--- src/rtl/alu_op_sequencer_pkg.sv ---
// Purpose : shared encodings for the ALU operation sequencer (op codes, FSM states, timer width).
// Latency : n/a (declarations only).
// Backpr. : n/a.
package alu_op_sequencer_pkg;

   localparam logic [2:0] OP_ADD = 3'd0;
   localparam logic [2:0] OP_SUB = 3'd1;
   localparam logic [2:0] OP_MUL = 3'd2;
   localparam logic [2:0] OP_DIV = 3'd3;
   localparam logic [2:0] OP_MOD = 3'd4;

   localparam int CNT_W = 4;

   typedef enum logic [1:0] {
      ST_IDLE = 2'd0,
      ST_EXEC = 2'd1,
      ST_RESP = 2'd2
   } state_t;

   // Codes above OP_MOD have no datapath unit behind them.
   function automatic logic is_legal_op(input logic [2:0] op);
      return (op <= OP_MOD);
   endfunction

endpackage

--- src/rtl/alu_seq_timer.sv ---
// Purpose : loadable down-counter that times how long the datapath settles in EXEC.
// Latency : load/decrement take effect on the next clock edge; o_zero is combinational from the count.
// Backpr. : none; the count saturates at zero while enabled.
// Ports   : i_load/i_load_val load the count (load wins over enable), i_en decrements, o_zero flags count==0.
module alu_seq_timer
   import alu_op_sequencer_pkg::*;
(
   input  logic             clk,
   input  logic             rst_n,
   input  logic             i_load,
   input  logic [CNT_W-1:0] i_load_val,
   input  logic             i_en,
   output logic             o_zero
);

   logic [CNT_W-1:0] r_cnt;

   always_ff @(posedge clk or negedge rst_n) begin
      if (!rst_n) begin
         r_cnt <= '0;
      end else if (i_load) begin
         r_cnt <= i_load_val;
      end else if (i_en && (r_cnt != '0)) begin
         r_cnt <= r_cnt - 1'b1;
      end
   end

   assign o_zero = (r_cnt == '0);

endmodule

--- src/rtl/alu_op_sequencer.sv ---
// Purpose : accepts one ADD/SUB/MUL/DIV/MOD request, times the combinational unit, returns result + flags.
// Latency : ADDSUB_LAT / MUL_LAT / DIVMOD_LAT cycles from accept to rsp_valid; error ops go straight to response.
// Backpr. : req_ready only in IDLE; the response is held stable until rsp_ready, no accept on the retire cycle.
// Ports   : req_* request handshake + operands, rsp_* response handshake + result/carry/overflow/err, busy = not IDLE.
// Config  : ALU_OP_SEQUENCER_ACCUM_EN adds a 16-bit accumulator and req_use_acc (A = acc when set at accept).
module alu_op_sequencer
   import alu_op_sequencer_pkg::*;
#(
   parameter int unsigned ADDSUB_LAT = 1,
   parameter int unsigned MUL_LAT    = 4,
   parameter int unsigned DIVMOD_LAT = 2
) (
   input  logic        clk,
   input  logic        rst_n,
   input  logic        req_valid,
   output logic        req_ready,
   input  logic [2:0]  req_op,
   input  logic [15:0] req_a,
   input  logic [15:0] req_b,
`ifdef ALU_OP_SEQUENCER_ACCUM_EN
   input  logic        req_use_acc,
`endif
   output logic        rsp_valid,
   input  logic        rsp_ready,
   output logic [31:0] rsp_result,
   output logic        rsp_carry,
   output logic        rsp_overflow,
   output logic        rsp_err,
   output logic        busy
);

   localparam logic [CNT_W-1:0] L_ADDSUB = CNT_W'(ADDSUB_LAT - 1);
   localparam logic [CNT_W-1:0] L_MUL    = CNT_W'(MUL_LAT - 1);
   localparam logic [CNT_W-1:0] L_DIVMOD = CNT_W'(DIVMOD_LAT - 1);

   state_t            r_state, w_state_nxt;
   logic [2:0]        r_op;
   logic [15:0]       r_a, r_b;
   logic [31:0]       r_rsp_result;
   logic              r_rsp_carry, r_rsp_overflow, r_rsp_err;

   logic              w_accept, w_err_in, w_tmr_load, w_tmr_en, w_tmr_zero;
   logic              w_cap_unit, w_cap_err;
   logic [15:0]       w_a_in;
   logic [CNT_W-1:0]  w_lat_m1;

   // ---------------------------------------------------------------- accept side
   assign w_accept = req_valid && (r_state == ST_IDLE);

`ifdef ALU_OP_SEQUENCER_ACCUM_EN
   logic [15:0] r_acc;
   assign w_a_in = req_use_acc ? r_acc : req_a;
`else
   assign w_a_in = req_a;
`endif

   // Zero divisor is caught here so the divider never has to report it.
   assign w_err_in = !is_legal_op(req_op) ||
                     (((req_op == OP_DIV) || (req_op == OP_MOD)) && (req_b == 16'd0));

   always_comb begin
      w_lat_m1 = L_ADDSUB;
      case (req_op)
         OP_MUL:         w_lat_m1 = L_MUL;
         OP_DIV, OP_MOD: w_lat_m1 = L_DIVMOD;
         default:        w_lat_m1 = L_ADDSUB;
      endcase
   end

   alu_seq_timer u_timer (
      .clk        (clk),
      .rst_n      (rst_n),
      .i_load     (w_tmr_load),
      .i_load_val (w_lat_m1),
      .i_en       (w_tmr_en),
      .o_zero     (w_tmr_zero)
   );

   // ---------------------------------------------------------------- arithmetic units (registered operands only)
   // AddSub: subtract as A + ~B + 1, so carry is "no borrow".
   logic        w_sub;
   logic [15:0] w_b_eff, w_sum;
   logic [16:0] w_addsub_full;
   logic        w_as_carry, w_as_ovf;

   assign w_sub         = (r_op == OP_SUB);
   assign w_b_eff       = w_sub ? ~r_b : r_b;
   assign w_addsub_full = {1'b0, r_a} + {1'b0, w_b_eff} + {16'd0, w_sub};
   assign w_sum         = w_addsub_full[15:0];
   assign w_as_carry    = w_addsub_full[16];
   assign w_as_ovf      = (r_a[15] == w_b_eff[15]) && (w_sum[15] != r_a[15]);

   // Multiplier: full unsigned product.
   logic [31:0] w_prod;
   assign w_prod = {16'd0, r_a} * {16'd0, r_b};

   // Divider / Modder: divisor is never zero in EXEC; the guard only keeps X out of simulation.
   logic [15:0] w_quot, w_rem;
   assign w_quot = (r_b == 16'd0) ? 16'd0 : (r_a / r_b);
   assign w_rem  = (r_b == 16'd0) ? 16'd0 : (r_a % r_b);

   logic [31:0] w_unit_result;
   logic        w_unit_carry, w_unit_ovf;

   always_comb begin
      w_unit_result = 32'd0;
      w_unit_carry  = 1'b0;
      w_unit_ovf    = 1'b0;
      case (r_op)
         OP_ADD, OP_SUB: begin
            w_unit_result = {16'd0, w_sum};
            w_unit_carry  = w_as_carry;
            w_unit_ovf    = w_as_ovf;
         end
         OP_MUL:  w_unit_result = w_prod;
         OP_DIV:  w_unit_result = {16'd0, w_quot};
         OP_MOD:  w_unit_result = {16'd0, w_rem};
         default: w_unit_result = 32'd0;
      endcase
   end

   // ---------------------------------------------------------------- FSM
   always_ff @(posedge clk or negedge rst_n) begin
      if (!rst_n) r_state <= ST_IDLE;
      else        r_state <= w_state_nxt;
   end

   always_comb begin
      w_state_nxt = r_state;
      w_tmr_load  = 1'b0;
      w_tmr_en    = 1'b0;
      w_cap_unit  = 1'b0;
      w_cap_err   = 1'b0;
      case (r_state)
         ST_IDLE: begin
            if (w_accept) begin
               if (w_err_in) begin
                  w_cap_err   = 1'b1;
                  w_state_nxt = ST_RESP;
               end else begin
                  w_tmr_load  = 1'b1;
                  w_state_nxt = ST_EXEC;
               end
            end
         end
         ST_EXEC: begin
            w_tmr_en = 1'b1;
            if (w_tmr_zero) begin
               w_cap_unit  = 1'b1;
               w_state_nxt = ST_RESP;
            end
         end
         ST_RESP: begin
            if (rsp_ready) w_state_nxt = ST_IDLE;
         end
         default: w_state_nxt = ST_IDLE;
      endcase
   end

   // ---------------------------------------------------------------- operand / response registers
   always_ff @(posedge clk or negedge rst_n) begin
      if (!rst_n) begin
         r_op           <= OP_ADD;
         r_a            <= 16'd0;
         r_b            <= 16'd0;
         r_rsp_result   <= 32'd0;
         r_rsp_carry    <= 1'b0;
         r_rsp_overflow <= 1'b0;
         r_rsp_err      <= 1'b0;
      end else begin
         if (w_accept) begin
            r_op <= req_op;
            r_a  <= w_a_in;
            r_b  <= req_b;
         end
         if (w_cap_err) begin
            r_rsp_result   <= 32'd0;
            r_rsp_carry    <= 1'b0;
            r_rsp_overflow <= 1'b0;
            r_rsp_err      <= 1'b1;
         end else if (w_cap_unit) begin
            r_rsp_result   <= w_unit_result;
            r_rsp_carry    <= w_unit_carry;
            r_rsp_overflow <= w_unit_ovf;
            r_rsp_err      <= 1'b0;
         end
      end
   end

`ifdef ALU_OP_SEQUENCER_ACCUM_EN
   // Only successful captures feed the accumulator.
   always_ff @(posedge clk or negedge rst_n) begin
      if (!rst_n)          r_acc <= 16'd0;
      else if (w_cap_unit) r_acc <= w_unit_result[15:0];
   end
`endif

   assign req_ready    = (r_state == ST_IDLE);
   assign rsp_valid    = (r_state == ST_RESP);
   assign busy         = (r_state != ST_IDLE);
   assign rsp_result   = r_rsp_result;
   assign rsp_carry    = r_rsp_carry;
   assign rsp_overflow = r_rsp_overflow;
   assign rsp_err      = r_rsp_err;

endmodule

--- config.mk ---
export PLATFORM = sky130hd
export DESIGN_NAME = alu_op_sequencer
export DESIGN_NICKNAME = d
export VERILOG_FILES = /design/src/rtl/alu_op_sequencer_pkg.sv /design/src/rtl/alu_seq_timer.sv /design/src/rtl/alu_op_sequencer.sv
export SDC_FILE = /design/constraint.sdc
export NUM_CORES = 1
export LEC_CHECK = 0
export ABC_AREA = 1
export CORE_ASPECT_RATIO = 1.25
export CORE_MARGIN = 1
export CORE_UTILIZATION = 57
export CTS_CLUSTER_DIAMETER = 200
export DETAILED_ROUTE_END_ITERATION = 7
export PLACE_DENSITY = 0.76
export SLEW_MARGIN = 20
export SYNTH_ARGS = -nofsm -noshare
export SYNTH_HDL_FRONTEND = slang
export SYNTH_SLANG_ARGS = --single-unit
--- constraint.sdc ---
create_clock -name clk -period 23.1 [get_ports clk]
set_input_delay 6.93 -clock clk [delete_from_list [all_inputs] [get_ports clk]]
set_output_delay 6.93 -clock clk [all_outputs]
set_load 0.01 [all_outputs]
==> qor.yml, run 1 <==
run_status:
  status: "did not finish"
  failing_step: "global routing"
  stop_error: "[ERROR GRT-0232] Routing congestion too high. Check the congestion heatmap in the GUI."
logic_synthesis:
  yosys-top-cells-area: "fa_1 (19%), ha_1 (16%), nand2_1 (16%), inv_1 (11%), dfrtp_1 (9.3%)"
  synth_cell_types: 65
  synthArstFlopShare_pct: 100
  yosys.area.top_type: "fa_1"
  syn_avg_cell_area_um2: 6.89
  synth_edf_count: 0
  netlist.area_leader.share_pct: 19.1
  syn_inst: 2977
  synth_nets: 3473
  synth-seq-cells: 76
  synth_area_mm2: 0.0205
  synthFlopType: "dfrtp_1"
  synth_seq_area_share_pct: 9.27
  yosys_warnings: 0
timing:
  worst_endpoint_kind: "sequential cell input"
  grt_worst_setup_endpoint: "rsp_result[1]$_DFFE_PN0P_/D"
floorplanning:
  initial_utilization_pct: 57.9
  rows: 77
  ios: 77
  chipWidth_um: 172
  die_y_um: 214
place:
  dp_slack_ns: -1.82
  place.gp.congestion: 0.998
  numPortBuffers: 76
  dp.cells: 3902
  dp_hpwl_um: 53300
clocking:
  cts.sinks: 76
  cts_max_level: 3
  numCtsBuffers: 9
  clockRootBuffer: "clkbuf_16"
  clk_path_buf_depth: 2
global_routing:
  grt_max_degree: 77
  overflow: 14
  track_usage_pct: 70.3
synth_stat cells, types with 12 or more instances:
cell        n
nand2_1   853
inv_1     576
ha_1      261
fa_1      196
a21oi_1   126
o21ai_0   123
nand3_1   122
nor2_1    115
dfrtp_1    76
clkbuf_1   54
xor2_1     51
nand3_2    40
or2_2      39
xnor2_1    31
nand2_2    27
nor3_1     23
nand4_1    18
o21ai_1    18
o21bai_1   18
buf_2      17
inv_2      14
and2_1     13
nor4_1     13
buf_1      12
kinds of logic after synthesis:
logic type	synth area share (%)
adder cells (fa/ha/maj)	35.0
buffers and inverters	13.7
AND/OR/NAND/NOR	27.7
XOR/XNOR	3.50
flip-flops	9.27
AO/OA/AOI/OAI	10.9
stage by stage:
stage	instance area (um2)	utilization (%)	hold slack [ns]
after floorplan	20600	-	0.511
after global placement	25000	70.5	0.461
after CTS	28400	80.2	0.482
after detailed placement	25000	70.5	0.464
routing by layer:
layer	GRT overflow	GRT usage, %
met1	0	70.4
met2	9	86.9
met3	0	55.1
met4	5	69.5
met5	0	19.6
what timing repair did:
action,in CTS
pin swaps,196
gates resized for setup,327
cloned,2
hold buffers,0
setup endpoints to repair,16
setup buffers,212
==> inputs of run 2 (changes only) <==
CORE_ASPECT_RATIO = unset   (was 1.25)
CORE_UTILIZATION = 40   (was 57)
CTS_CLUSTER_DIAMETER = unset   (was 200)
PLACE_DENSITY = unset   (was 0.76)
PLACE_DENSITY_LB_ADDON = 0.15   (was unset)
clock period = 30 ns   (was 23.1 ns; I/O delays follow)
==> run 2 against run 1 <==
  * Area after synthesis is the same
  * Synthesized cell count unchanged
  * The run now ends clean
==> qor.yml, run 2 <==
run_status:
  status: "finished, final reports clean"
run:
  drv_cap: 0
place:
  place.gp.congestion: 0.973
  numPortBuffers: 76
  dp_hpwl_um: 53100
clocking:
  cts_tree: "yes"
  clock_latency_ns: 0.40
  numCtsBuffers: 9
  cts_hold_buf: 0
  cts_max_level: 3
  clk_pin_slew_ns: 0.07
  clockRootBuffer: "clkbuf_16"
  cts.sinks: 76
  clk_path_buf_depth: 2
logic_synthesis:
  ys_top_cells_by_count: "nand2_1 (853), inv_1 (576), ha_1 (261)"
  yosys_warnings: 0
  synth_nets: 3473
  synth_edf_count: 0
  synth_seq_area_share_pct: 9.27
  synthFlopType: "dfrtp_1"
  yosys-top-cells-area: "fa_1 (19%), ha_1 (16%), nand2_1 (16%), inv_1 (11%), dfrtp_1 (9.3%)"
  netlist.area_leader.share_pct: 19.1
  syn_avg_cell_area_um2: 6.89
  yosys.area.top_type: "fa_1"
  yosysMostFrequentCell: "nand2_1"
  synth_cell_types: 65
  synth_area_mm2: 0.0205
  synthArstFlopShare_pct: 100
  syn_inst: 2977
  synth-seq-cells: 76
worst_setup_path:
  r2r_end: "rsp_result[1]"
  worstPathRequired_ns: 30.26
  critPathTopFamily: "simple AND/OR/NAND/NOR gates"
  reg2reg_from: "r_b[3]"
  crit_buf_inv: 28
  cp_max_fo: 20
  rrSetupSlack_ns: 2.63
  end_kind: "register"
  critPathLaunch: "r_b[3]"
  critPathLaunchType: "register"
  cpMaxStageDelayCell: "dfrtp_1"
  cp_num_cells: 204
  cp.arrival_ns: 27.63
  critical_path.endpoint: "rsp_result[1]"
  reg2reg_depth: 204
  cpPeakStageDelay_ns: 1.01
  path_common_cell: "nand2_1"
  critPathKind: "register to register"
timing:
  setup_violations: 0
  slew_headroom_pct: 25.7
  setup_total_negative_slack_ns: 0
  whs_ns: 0.485
  tightestPinTransition_ns: 1.11
  finalCriticalPeriod_ns: 27.37
  fin_skew_ns: 0.0178
  hold_viol_final: 0
  fin_crit_sh_pct: 91.2
  fmax_ghz: 0.0365
  report.final.slew_viol_count: 0
cells_and_area:
  postLayoutCoreUtil_pct: 45.0
  drive_gt1_share_pct: 9.18
  largest_register_ffs: 32
  antenna_cells: 0
  final_common_cell: "nand2_1"
  final_nets: 3531
  layout_common_cells: "nand2_1 (852), inv_1 (570), ha_1 (259), fa_1 (196), a21oi_1 (125)"
  synthToLayoutAreaGrowth_pct: 10.4
floorplanning:
  chipWidth_um: 229
  initial_utilization_pct: 40.7
  die_y_um: 229
  ios: 77
  rows: 82
  coreArea_mm2: 0.0504
  die-area_mm2: 0.0522
routing:
  drtPass1Iterations: 6
  num_vias: 19200
  wl_per_cell_um: 17.9
  ant_nets: 0
  drt_iter0_drc: 1396
  post-route-drc-count: 0
  via_per_inst: 5.18
  routed_wl_um: 66600
global_routing:
  antenna_found_initial: 1
  grt_pass1_vias: 18800
  track_usage_pct: 25.7
  grt_pass1_wl_um: 104000
  grt_max_degree: 71
  overflow: 0
min_path:
  hp-class: "register to register"
-- run 2: cell counts after synthesis --
Identical to the previous run, type by type.
-- run 2: cell type report --
class                           count  area [um2]
Clock inverter                      7         123
Clock buffer                        9         225
Timing Repair Buffer              150        1350
Inverter                          595        2260
Tap cell                          672         841
Multi-Input combinational cell   2203       16000
Fill cell                        5195       27700
Sequential cell                    76        1900
-- run 2: stage by stage --
stage / instance area (um2) / worst slack, ns / std cells
after floorplan: 20500 / 6.12 / 2977
after global placement: 21900 / 1.07 / 3668
after detailed placement: 21900 / 0.263 / 3668
after CTS: 22300 / 0.138 / 3684
after global routing: 22700 / -0.0491 / 3712
final: 22700 / 2.63 / 3712
-- run 2: logic make-up (layout without fill, tap and decap cells) --
| kind of cell | after synthesis | in the layout | share of synthesized area, % |
|---|---|---|---|
| and+or+nand+nor | 1287 | 1287 | 27.7 |
| buffers and inverters | 698 | 761 | 13.7 |
| adders and majority gates | 457 | 457 | 35.0 |
| AOI/OAI and AO/OA | 377 | 377 | 10.9 |
| xor gates and xnor gates | 82 | 82 | 3.50 |
| DFF | 76 | 76 | 9.27 |
-- run 2: what timing repair did --
| item | 4_1_cts | 5_1_grt |
|---|---|---|
| endpoints found under the hold margin | 0 | 0 |
| resized for setup | 0 | 43 |
| endpoints found under the setup margin | 0 | 16 |
| setup buffers | 0 | 28 |
-- run 2: how the worst min path moves through the flow --
| stage | startpoint | end | depth (start not counted) |
|---|---|---|---|
| 2_1_floorplan | rsp_overflow | rsp_overflow | 2 |
| 3_3_place_gp | rsp_result[21] | rsp_result[21] | 2 |
| 3_5_place_dp | rsp_result[16] | rsp_result[16] | 2 |
| 4_1_cts | rsp_result[16] | rsp_result[16] | 2 |
| 5_1_grt | rsp_result[8] | rsp_result[8] | 2 |
| 6_report | rsp_result[7] | rsp_result[7] | 2 |
-- run 2: worst min-delay path: stages, from the launching register on --
cell and delay (ns):
dfrtp_1 0.35, nand2_1 0.05, nand2_1 0.05
-- run 2: metal layers --
metal / up-vias / track usage [%] / part of all wire [%]
met4: 0 / 7.11 / 2.0
met3: 68 / 2.64 / 4.8
met1: 9257 / 36.2 / 48
li1: 9387 / - / -
met2: 525 / 41.7 / 46
met5: - / 0 / 0
Power of run 2 is left out: the tool's default activity adds up to more than one toggle a clock period on the data nets, which glitch-free logic cannot reach.
